## src/rtl/gpio_serial_loader.sv

```systemverilog
// Serial configuration sequencer for the user-area GPIO pad chain: fetches one
// config word per pad (farthest pad first), shifts it out MSB first, then strobes load.
module gpio_serial_loader #(
  parameter int NUM_PADS = 19,
  parameter int CFG_BITS = 13,
  parameter int CLK_DIV  = 2,
  parameter int AW       = (NUM_PADS > 1) ? $clog2(NUM_PADS) : 1
) (
  input  logic                clock,
  input  logic                resetb,
  input  logic                start,
  input  logic                abort,
  output logic [AW-1:0]       cfg_addr,
  input  logic [CFG_BITS-1:0] cfg_data,
  output logic                serial_clock,
  output logic                serial_data,
  output logic                serial_load,
  output logic                busy,
  output logic                done
);

  localparam int DW = (CLK_DIV > 1) ? $clog2(CLK_DIV) : 1;
  localparam int BW = (CFG_BITS > 1) ? $clog2(CFG_BITS) : 1;

  typedef enum logic [2:0] {IDLE, FETCH, SHIFT_LO, SHIFT_HI, LOAD, FIN} state_t;

  state_t              state;
  logic [CFG_BITS-1:0] shreg;
  logic [BW-1:0]       bit_cnt;
  logic [DW-1:0]       div_cnt;
  logic                fetch_phase;
  logic                div_last;

  // serial_data is the shift register MSB itself, so it only moves when shreg does
  assign serial_data = shreg[CFG_BITS-1];
  assign div_last    = (div_cnt == DW'(CLK_DIV - 1));

  always_ff @(posedge clock or negedge resetb) begin
    if (!resetb) begin
      state        <= IDLE;
      shreg        <= '0;
      bit_cnt      <= '0;
      div_cnt      <= '0;
      fetch_phase  <= 1'b0;
      cfg_addr     <= '0;
      serial_clock <= 1'b0;
      serial_load  <= 1'b0;
      busy         <= 1'b0;
      done         <= 1'b0;
    end else begin
      done <= 1'b0;
      case (state)
        IDLE: begin
          if (start && !abort) begin
            state       <= FETCH;
            cfg_addr    <= AW'(NUM_PADS - 1);
            busy        <= 1'b1;
            fetch_phase <= 1'b0;
          end
        end
        FIN: begin
          state <= IDLE;
        end
        default: begin
          if (abort) begin
            // partially shifted chain is left untouched; pads keep their latched config
            state        <= IDLE;
            busy         <= 1'b0;
            serial_clock <= 1'b0;
            serial_load  <= 1'b0;
          end else begin
            case (state)
              FETCH: begin
                if (!fetch_phase) begin
                  fetch_phase <= 1'b1;
                end else begin
                  shreg   <= cfg_data;
                  bit_cnt <= BW'(CFG_BITS - 1);
                  div_cnt <= '0;
                  state   <= SHIFT_LO;
                end
              end
              SHIFT_LO: begin
                if (div_last) begin
                  div_cnt      <= '0;
                  serial_clock <= 1'b1;
                  state        <= SHIFT_HI;
                end else begin
                  div_cnt <= div_cnt + DW'(1);
                end
              end
              SHIFT_HI: begin
                if (div_last) begin
                  div_cnt      <= '0;
                  serial_clock <= 1'b0;
                  shreg        <= shreg << 1;
                  if (bit_cnt != '0) begin
                    bit_cnt <= bit_cnt - BW'(1);
                    state   <= SHIFT_LO;
                  end else if (cfg_addr != '0) begin
                    cfg_addr    <= cfg_addr - AW'(1);
                    fetch_phase <= 1'b0;
                    state       <= FETCH;
                  end else begin
                    serial_load <= 1'b1;
                    state       <= LOAD;
                  end
                end else begin
                  div_cnt <= div_cnt + DW'(1);
                end
              end
              LOAD: begin
                if (div_last) begin
                  div_cnt     <= '0;
                  serial_load <= 1'b0;
                  busy        <= 1'b0;
                  done        <= 1'b1;
                  state       <= FIN;
                end else begin
                  div_cnt <= div_cnt + DW'(1);
                end
              end
              default: begin
                state <= IDLE;
              end
            endcase
          end
        end
      endcase
    end
  end

endmodule

```

## config.mk

```make
export PLATFORM = sky130hd
export DESIGN_NAME = gpio_serial_loader
export DESIGN_NICKNAME = d
export VERILOG_FILES = /design/src/rtl/gpio_serial_loader.sv
export SDC_FILE = /design/constraint.sdc
export NUM_CORES = 1
export LEC_CHECK = 0
export ABC_CLOCK_PERIOD_IN_PS = 2000
export CAP_MARGIN = 20
export CORE_MARGIN = 2
export CORE_UTILIZATION = 45
export CTS_BUF_LIST = sky130_fd_sc_hd__clkbuf_4
export DETAILED_ROUTE_END_ITERATION = 10
export GPL_ROUTABILITY_DRIVEN = 1
export HOLD_SLACK_MARGIN = 0.15
export MAX_ROUTING_LAYER = met4
export PLACE_DENSITY_LB_ADDON = 0.1
export SLEW_MARGIN = 20
export SYNTH_ARGS = -nofsm -noshare
export SYNTH_HDL_FRONTEND = slang
export SYNTH_SLANG_ARGS = --single-unit
```

## constraint.sdc

```tcl
create_clock -name clock -period 2 [get_ports clock]
set_input_delay 0.3 -clock clock [delete_from_list [all_inputs] [get_ports clock]]
set_output_delay 0.3 -clock clock [all_outputs]
set_load 0.01 [all_outputs]
```

==> results.md <==
* Final WL at 3630 µm
* DRT iter0 DRCs at 94
* Hold Path Class: in -> async
* Share of the synthesized area in the top cell type at 0.459
* Worst Hold Margin at 0.358 ns
* Most frequent cells in the layout: dfrtp_1 (31), clkdlybuf4s50_1 (26), nand2_1 (25), o21ai_0 (22), buf_4 (19)
* Global router's overall resource usage at 0.201
* CP Capture Type: flop
* Syn Inst Count at 184
* Final non-filler cell area at 2210 µm²
* Static leakage at 0.00102 µW
* Worst reg2reg path endpoint: cfg_addr[3]
* H-tree Lvls at 2
* Tcrit/Tclk final at 1.01
* YS warnings at 0
* Main area contributors after synthesis: dfrtp_1 (46%), mux2i_1 (7.7%), o21ai_0 (6.5%)
* CP Max Fanout at 3
* Vias in the first global route at 1433
* Slew Viols, Final at 0
* Most common cell after layout, fill and taps aside: dfrtp_1
* Number of buffers created by CTS at 5
* Multi-input gate area at 857 µm²
* Post-layout net count at 246
* Port bufs at 26
* Slew headroom at 0.736
* Period minus WS final at 2.01 ns
* Cts hold-fix bufs at 0
* Die span in y at 65.3 µm
* Crit start category: flop
* FFs w/ async S/R, synth at 1.00
* Initial antenna violation count at 0
* Status: finished with violations
* Fraction of layout cells with a size suffix above 1 at 0.150
* Mapped Nets at 204
* Clock skew at 0.00742 ns
* Remaining DRCs at 0
* Setup WS post-layout at -0.0112 ns
* CTS max path bufs at 2
* Syn_area_per_cell at 9.19 µm²
* Top FF cell, synth: dfrtp_1
* RePlAce Congestion at 0.815
* TNS Setup at -0.0112 ns
* CTS sink count at 31
* Sequential standard cell area at 776 µm²
* Core Region at 3630 µm²
* Vias per inst at 5.31
* Sequential cell area fraction in the yosys report at 0.459
* Top Ports at 27
* CTS root buffer: clkbuf_4
* Fmax at 497 MHz
* RSZ-0062 raised after global routing: yes
* Vias at 1461
* Clk_lat worst skew at 0.33 ns
* Routed WL per cell at 13.2 µm
* CTS tree: built
* N_diodes at 0
* Synth Register Bits at 31
* Cell taking the most area after synthesis: dfrtp_1
* Grt total ovfl at 0
* Die X at 65.3 µm
* Power density cells at 1180 nW/µm²
* Failing checks: negative setup slack
* Initial Utilization at 0.465
* Total power at 2610 µW
* Slew of the pin with the lowest slew margin at 0.392 ns
* Fillers at 323
* WS Path Type: reg -> reg
* Fin. Hold Viols at 0
* Cell Area, Placed at 2090 µm²
* Maximum vdd drop at 683 µV
* DIE AREA at 4260 µm²
* DRT antenna net count at 0
* Pin count of the biggest net entering global routing at 32
* Cell count of the worst reg-to-reg path at 7
* Post-synth EDFFs at 0
* CTS clk-pin slew, worst paths at 0.10 ns
* Crit path required time at 2.22 ns
* Area grow syn2layout at 30.5%
* Mapped cell area at 1690 µm²
* Max-cap violation count at 0
* RR Startpoint: bit_cnt[0]
* Post-DP HPWL at 2630 µm
* Synth cell types at 40
* Dpl ws at -0.0729 ns
* First-pass GRT wire length at 6420 µm
* Row count at 22
* Setup-failing EPs final at 1
* Register-to-register setup slack at -0.01 ns
* Critical Path AT at 2.23 ns
* DR pass1 iterations at 4
[per-stage QoR]
step                      cells   util
after detailed placement    264  0.576
after global routing        275  0.607
after CTS                   272  0.597
after floorplan             184      -
after global placement      264  0.576
final                       275  0.607
[cells in the mapped netlist, types with 2 or more instances]
master	count
ha_1	3
a21oi_1	8
inv_1	9
o21ai_0	22
mux2i_1	13
dfrtp_1	31
nor2b_1	3
nor4b_1	2
nand3_1	5
xnor2_1	3
nand2_1	25
nor4_1	2
o31ai_1	5
xor2_1	2
nor3_1	5
a31oi_1	2
nor2_1	14
clkbuf_1	8
[what timing repair did]
action / in CTS / in global routing
pin swaps: 0 / 1
gates resized for setup: 1 / 2
setup buffers: 0 / 3
setup endpoints to repair: 1 / 6
[cell type report]
cell class / instances / share of cell area
Sequential cell: 31 / 0.352
Timing Repair Buffer: 45 / 0.183
Tap cell: 48 / 0.0272
Multi-Input combinational cell: 134 / 0.389
Inverter: 9 / 0.0153
Clock inverter: 3 / 0.0176
Clock buffer: 5 / 0.0170
[worst max path at each step]
stage | start | endpoint | cells past startpoint
finish | bit_cnt[0] | cfg_addr[3] | 7
global route | bit_cnt[0] | cfg_addr[3] | 7
CTS | bit_cnt[0] | cfg_addr[3] | 7
detailed placement | abort | cfg_addr[3] | 6
global placement | abort | cfg_addr[3] | 6
floorplan | bit_cnt[0] | cfg_addr[3] | 7
[registers in the layout (all words and copies together) (netlist names)]
signal and count:
serial_clock 1, serial_load 1, bit_cnt 4, state 3, shreg 13, done 1, div_cnt 1, cfg_addr 5
busy 1, fetch_phase 1
[routing by layer]
layer / up-vias / wire length [µm] / global-route usage
met4: 0 / 34 / 0.0547
met5: - / 0 / -
li1: 734 / - / -
met2: 25 / 1720 / 0.327
met1: 697 / 1750 / 0.251
met3: 5 / 118 / 0.0531
[worst max-delay path, cell delays in order (launching register included)]
cell,delay (ns)
dfrtp_1,0.39
inv_1,0.06
ha_2,0.18
or3b_4,0.39
or4_4,0.51
nor4_4,0.16
xnor2_1,0.15
nor2_1,0.06
[where the power goes]
group	switching, µW	internal (µW)	total, µW
Sequential	151	846	996
Combinational	579	557	1140
Clock	223	257	480
Total	952	1660	2610
[cell families after synthesis]
family,after synthesis,share of synthesized area
multiplexers,14,0.0836
AO/OA/AOI/OAI,46,0.163
flip-flops,31,0.459
buffers and inverters,19,0.0429
adder cells (fa/ha/maj),3,0.0222
XOR/XNOR,5,0.0259
AND/OR/NAND/NOR,66,0.204
Note: power is estimated with default switching activity, not from simulation.
